## src/rtl/id_hazard_ctrl.sv

```systemverilog
// id_hazard_ctrl: ID-stage hazard detection and operand forwarding control.
//   A three-entry scoreboard (EX, MEM, WB) holds {vld, rd, ld} for each in-flight producer.
//   clk, reset_n          clock (rising edge), asynchronous active-low reset
//   id_valid              IF/ID holds a real instruction
//   IF_ID_rs1/2, id_uses  ID source registers and whether each is read
//   id_rd, id_reg_write   ID destination register and write enable
//   id_is_load            ID instruction is a load
//   forward_comp1/2       operand select: 00 regfile, 01 alu_out, 10 MEM result, 11 WB data
//   pc_write_en, IF_ID_write_en, ID_EX_bubble   load-use stall controls
//   stall_cnt             saturating count of stall cycles since reset
module id_hazard_ctrl #(
    parameter int REG_ADDR_WIDTH = 5,
    parameter int CNT_WIDTH      = 16
) (
    input  logic                      clk,
    input  logic                      reset_n,
    input  logic                      id_valid,
    input  logic [REG_ADDR_WIDTH-1:0] IF_ID_rs1,
    input  logic [REG_ADDR_WIDTH-1:0] IF_ID_rs2,
    input  logic                      id_uses_rs1,
    input  logic                      id_uses_rs2,
    input  logic [REG_ADDR_WIDTH-1:0] id_rd,
    input  logic                      id_reg_write,
    input  logic                      id_is_load,
    output logic [1:0]                forward_comp1,
    output logic [1:0]                forward_comp2,
    output logic                      pc_write_en,
    output logic                      IF_ID_write_en,
    output logic                      ID_EX_bubble,
    output logic [CNT_WIDTH-1:0]      stall_cnt
);
    typedef struct packed {
        logic                      vld;
        logic [REG_ADDR_WIDTH-1:0] rd;
        logic                      ld;
    } sb_t;
    sb_t ex_q, ex_d, mem_q, mem_d, wb_q, wb_d;
    logic [CNT_WIDTH-1:0] cnt_q, cnt_d;
    logic m1_ex, m1_mem, m1_wb, m2_ex, m2_mem, m2_wb, stall;
    always_comb begin
        m1_ex  = id_valid & id_uses_rs1 & ex_q.vld  & (IF_ID_rs1 == ex_q.rd);
        m1_mem = id_valid & id_uses_rs1 & mem_q.vld & (IF_ID_rs1 == mem_q.rd);
        m1_wb  = id_valid & id_uses_rs1 & wb_q.vld  & (IF_ID_rs1 == wb_q.rd);
        m2_ex  = id_valid & id_uses_rs2 & ex_q.vld  & (IF_ID_rs2 == ex_q.rd);
        m2_mem = id_valid & id_uses_rs2 & mem_q.vld & (IF_ID_rs2 == mem_q.rd);
        m2_wb  = id_valid & id_uses_rs2 & wb_q.vld  & (IF_ID_rs2 == wb_q.rd);
        stall  = (m1_ex | m2_ex) & ex_q.ld;
        // youngest producer wins; a load still in EX cannot forward, select parks at 00
        forward_comp1 = m1_ex ? (ex_q.ld ? 2'b00 : 2'b01) : m1_mem ? 2'b10 : m1_wb ? 2'b11 : 2'b00;
        forward_comp2 = m2_ex ? (ex_q.ld ? 2'b00 : 2'b01) : m2_mem ? 2'b10 : m2_wb ? 2'b11 : 2'b00;
        pc_write_en    = ~stall;
        IF_ID_write_en = ~stall;
        ID_EX_bubble   = stall;
        // x0 is never recorded as valid so it can never match
        ex_d  = stall ? '0 : '{vld: id_valid & id_reg_write & (id_rd != '0), rd: id_rd, ld: id_is_load};
        mem_d = ex_q;
        wb_d  = mem_q;
        cnt_d = (stall & ~&cnt_q) ? cnt_q + CNT_WIDTH'(1) : cnt_q;
        stall_cnt = cnt_q;
    end
    always_ff @(posedge clk or negedge reset_n) begin
        if (!reset_n) begin
            ex_q  <= '0;
            mem_q <= '0;
            wb_q  <= '0;
            cnt_q <= '0;
        end else begin
            ex_q  <= ex_d;
            mem_q <= mem_d;
            wb_q  <= wb_d;
            cnt_q <= cnt_d;
        end
    end
endmodule

```

## config.mk

```make
export PLATFORM = sky130hd
export DESIGN_NAME = id_hazard_ctrl
export DESIGN_NICKNAME = d
export VERILOG_FILES = /design/src/rtl/id_hazard_ctrl.sv
export SDC_FILE = /design/constraint.sdc
export NUM_CORES = 1
export LEC_CHECK = 0
export BUFFER_PORTS_ARGS = -buffer_cell sky130_fd_sc_hd__buf_2
export CAP_MARGIN = 20
export CORE_AREA = 5 5 66 98
export CTS_CLUSTER_SIZE = 14
export DETAILED_ROUTE_END_ITERATION = 16
export DIE_AREA = 0 0 71 103
export SYNTH_ARGS = -nofsm -noshare
export SYNTH_HDL_FRONTEND = slang
export SYNTH_SLANG_ARGS = --single-unit
```

## constraint.sdc

```tcl
create_clock -name clk -period 2 [get_ports clk]
set_clock_uncertainty 0.2 [all_clocks]
set_input_delay 0 -clock clk [delete_from_list [all_inputs] [get_ports clk]]
set_output_delay 0 -clock clk [all_outputs]
set_load 0.02 [all_outputs]
```

Word-level counts from Yosys, hierarchy flattened --
Index checks and enable logic that the tools add are counted.
Cells by class: add/sub/neg operators 1, equality and inequality tests 6, muxes and demuxes 8, bitwise logic cells 20, reductions and logical operators 3
Operator list (count):
- equality test 5 bit | 6
- bitwise AND 1 bit | 18
- adder 16 x 1 -> 16 bit (second input constant) | 1
- AND reduction 16 bit | 1
- two-way mux 2 bit | 6
- two-way mux 7 bit | 1
- nonzero test 5 bit | 1
- zero test 1 bit | 1
- two-way mux 1 bit | 1
- inverter 1 bit | 1
- OR 1 bit | 1
Storage, ports and cells: bits in registers 35, input port bits 22, output and inout port bits 23, word-level logic and storage cells 46

Logic depth before layout (Yosys ltp) --
depth in word-level cells 6, mapped depth 6, gate-level depth less buffers 6

Worst setup path before layout --
OpenSTA, ideal clock, no wires.
kind reg2reg, start register cnt_q[0] (netlist: stall_cnt[0]), end register cnt_q[1] (netlist: stall_cnt[1]), library setup time 0.125 ns, data arrival time 1.775 ns, data required time 1.675 ns, setup slack -0.100 ns, cell stages (with the launch flop) 7, path buffers 0, clock period less this slack 2.100 ns, cell sequence dfrtp_1 -> ha_1 -> and4_4 -> nor3b_1 -> nand2_2 -> nand2_2 -> mux2_4
Between the ends: word-level cells in the longest chain between the ends 3, elaborated cells between the ends (all ways) 4, those cells by class 1 x add/sub; 1 x bitwise; 2 x reduce/logical
RTL lines:
- start, declared | RTL line 38 | logic [CNT_WIDTH-1:0] cnt_q, cnt_d;
- start signal, assigned | RTL line 71 | cnt_q <= cnt_d;
- branches (longest 3 deep; another with adder 16 x 1 -> 16 bit)
Several ways; the timed one is not identified. A chain may end at the register's enable or synchronous reset.

Worst setup path after layout --
start register ex_q[2] (netlist bit), end register cnt_q[1] (netlist: stall_cnt[1])
Between the ends: word-level cells in the longest chain between the ends 5, elaborated cells between the ends (all ways) 7, those cells by class 2 x eq/ne; 5 x bitwise
RTL lines:
- start, declared | RTL line 37 | sb_t ex_q, ex_d, mem_q, mem_d, wb_q, wb_d;
- start signal, assigned | RTL line 63 | ex_q <= '0;
- start signal, assigned | RTL line 68 | ex_q <= ex_d;
- equality test 5 bit (on tied branches) | RTL line 41, 44
- bitwise AND 1 bit (on tied branches) | RTL line 41, 44
- OR 1 bit (*) | RTL line 47 | stall = (m1_ex | m2_ex) & ex_q.ld;
- bitwise AND 1 bit (*) | RTL line 47
- bitwise AND 1 bit (*) | RTL line 58 | cnt_d = (stall & ~&cnt_q) ? cnt_q + CNT_WIDTH'(1) : cnt_q;
Every way passes the cells marked *; elsewhere a longest branch is shown, timed or not.

==> run metrics <==
Synth Area in Compound Gates=4.62%; Post-synth EDFFs=0; main combinational cell family by area after synthesis=simple AND/OR/NAND/NOR gates; wire per inst=around 15 um; Syn. warnings=0; RSZ-0062 raised after global routing=true; root buffer cell=clkbuf_8; WP data arrival=2.06 ns; multi-input logic area=1010 um2; critical-path maximum fanout=3; 1st-iter DRT viols=61; DP Wirelength=around 3500 um; fill count=565; layout cell share with drive strength beyond 1=37.9%; latest clock arrival within the worst-skew pair=0.29 ns; Cell variety after synth=between 40 and 50; Yosys reg bits=35; GRT overflow=0; I/O pins=45; reg2reg start=ex_q[2]; Nets=262; leakage power=0.00115 uW; simple logic cell fraction of the synthesized area=23.6%; Core Region=5620 um2; Placed Instances=290; PD cells=between 600 and 700 nW/um2; Top FF cell, synth=dfrtp_1; Worst VDD drop=0.000304 V; antenna viol nets, final=0; status=finished with violations; Worst setup startpoint=ex_q[2]; H-tree Lvls=2; Slew headroom=between 40% and 50%; CP Class=flop to flop; Synthesized Nets=190; Register-to-Register Path Depth=7; Cells after Synth=167; routed via count=1520; Critical Path Sink Type=flop; max-cap viol count=0; worst r2r dst=stall_cnt[1]; Worst Setup Slack, final=-0.101 ns; Antenna Cells=0; Final Power=1600 uW; Post-route DRC=0; period utilization=105%; min cycle time layout=2.10 ns; I/O Buffers=44; first-pass GRT wire length=7700 um; xor-xnor portion of the synthesized cell area=between 20% and 30%; synthesis-to-layout area growth=36.5%; crit path to=stall_cnt[1]; violated checks=negative setup slack; Chip Width=71 um; Final Non-Filler Cells=312; adder-cell share of the synthesized area=less than 1%; Synth Area per Inst=11.2 um2; die height=103 um; Post-synth ARST share=100%; Global Route Usage Sum=13.6%; number of CTS-inserted buffers=5; num rows=34; Netlist Area Pre-Place=between 1500 and 2000 um2; number of global-route vias before repair=1651; WL final=4700 um; reg-to-reg slack, setup=-0.10 ns; initial antenna violation count=0; largest net degree at the start of global routing=36; final setup vio count=8; CTS max path bufs=2; Startpoint Class=flop; highest clock rate=0.476 GHz; Worst-Margin Slew=0.778 ns; Placer Congestion=0.843; max-slew violation count=0; clock sinks=35; Final Hold Vio Count=0; drt first pass iters=4; CTS tree=yes; Initial Util=33.3%; FF/Latch Area=878 um2; die area=7310 um2; Reg clk slew, reported paths=0.07 ns; Required @ worst endpoint=1.96 ns; post-layout util=45.4%; multiplexer area fraction after synthesis=1.87%; Vias/cell=about 4.9; sequential area share after synthesis=46.9%; Hold Path Class=input pin to async pin
placed cells by master (no fill, tap or decap), types with 6 or more instances in the layout:
| master | synthesis | final |
|---|---|---|
| clkbuf_8 | 0 | 6 |
| nand4_1 | 9 | 9 |
| nand2_1 | 8 | 8 |
| buf_2 | 0 | 39 |
| dlygate4sd3_1 | 0 | 9 |
| nand3_1 | 9 | 9 |
| xor2_1 | 19 | 18 |
| buf_4 | 2 | 16 |
| xnor2_1 | 24 | 24 |
| dfrtp_1 | 35 | 33 |
| and2_1 | 8 | 8 |
critical path, stage by stage (launching register included):
cell and delay (ns):
dfrtp_1 0.41, xor2_1 0.20, nor4_2 0.36, buf_4 0.17, a32o_2 0.18, buf_4 0.12
nand2_2 0.06, mux2_4 0.29
metal layers:
layer	vias to the layer above	wire [um]	global-route usage, %
met5	-	0	0
met4	0	133	7.53
met3	11	210	2.83
met2	44	2560	25.4
met1	740	1790	14.2
li1	725	-	-
metrics by stage:
step | hold WS (ns) | cell area [um2] | setup TNS [ns] | setup slack (ns)
after floorplan | -0.496 | 1880 | 0 | 0.0186
after global placement | -0.0702 | 2240 | 0 | 0.0700
after detailed placement | -0.0707 | 2240 | 0 | 0.0378
after CTS | 0.157 | 2520 | -0.199 | -0.0733
after global routing | 0.219 | 2550 | -1.90 | -0.198
final | 0.123 | 2550 | -0.542 | -0.101
flip-flops by register name (all words and copies together), names as in the netlist:
| register | flops |
|---|---|
| wb_q | 6 |
| mem_q | 6 |
| stall_cnt | 16 |
| ex_q | 7 |
cells by family after synthesis:
kind of cell / Yosys count
and+or+nand+nor: 70
xor gates and xnor gates: 44
DFF: 35
AOI/OAI and AO/OA: 9
buffers and inverters: 5
muxes: 3
adders and majority gates: 1
Yosys cell counts, types with 2 or more instances:
master / count / area, um2
mux2i_1: 2 / 20.0
nor3_1: 3 / 15.0
xor2_1: 19 / 166
nor4_1: 5 / 31.3
nand2b_1: 2 / 12.5
and3_1: 5 / 31.3
xnor2_1: 24 / 210
inv_1: 3 / 11.3
nand4_1: 9 / 56.3
nor4b_1: 2 / 17.5
nor2_1: 5 / 18.8
buf_4: 2 / 15.0
nand2_1: 8 / 30.0
nand2_2: 2 / 12.5
dfrtp_1: 35 / 876
nand3_1: 9 / 45.0
and2_1: 8 / 50.1
worst min-delay path by stage:
| stage | to | slack (ns) | cells past startpoint |
|---|---|---|---|
| after floorplan | ex_q[0] | -0.50 | 0 |
| after detailed placement | wb_q[4] | -0.07 | 1 |
| after CTS | stall_cnt[3] | 0.16 | 2 |
| after global placement | wb_q[4] | -0.07 | 1 |
| after global routing | wb_q[5] | 0.22 | 2 |
| final | wb_q[4] | 0.12 | 2 |
final cells by class:
| class | instances | share of cell area (%) |
|---|---|---|
| Sequential cell | 35 | 34.4 |
| Inverter | 3 | 0.441 |
| Clock buffer | 6 | 3.24 |
| Timing Repair Buffer | 67 | 17.2 |
| Multi-Input combinational cell | 127 | 39.8 |
| Tap cell | 72 | 3.53 |
| Clock inverter | 2 | 1.37 |
repair_timing:
item	4_1_cts	5_1_grt
pin swaps	3	3
gates resized for setup	11	5
hold buffers	9	0
endpoints found under the hold margin	42	0
endpoints found under the setup margin	6	28
setup buffers	4	1
power by group:
part / total (uW) / internal, uW / switching, uW
combinational: 183 / 85.7 / 97.2
sequential: 756 / 732 / 24.1
clock: 661 / 403 / 257
total: 1600 / 1220 / 379
Power figures use the tool's default switching activity.
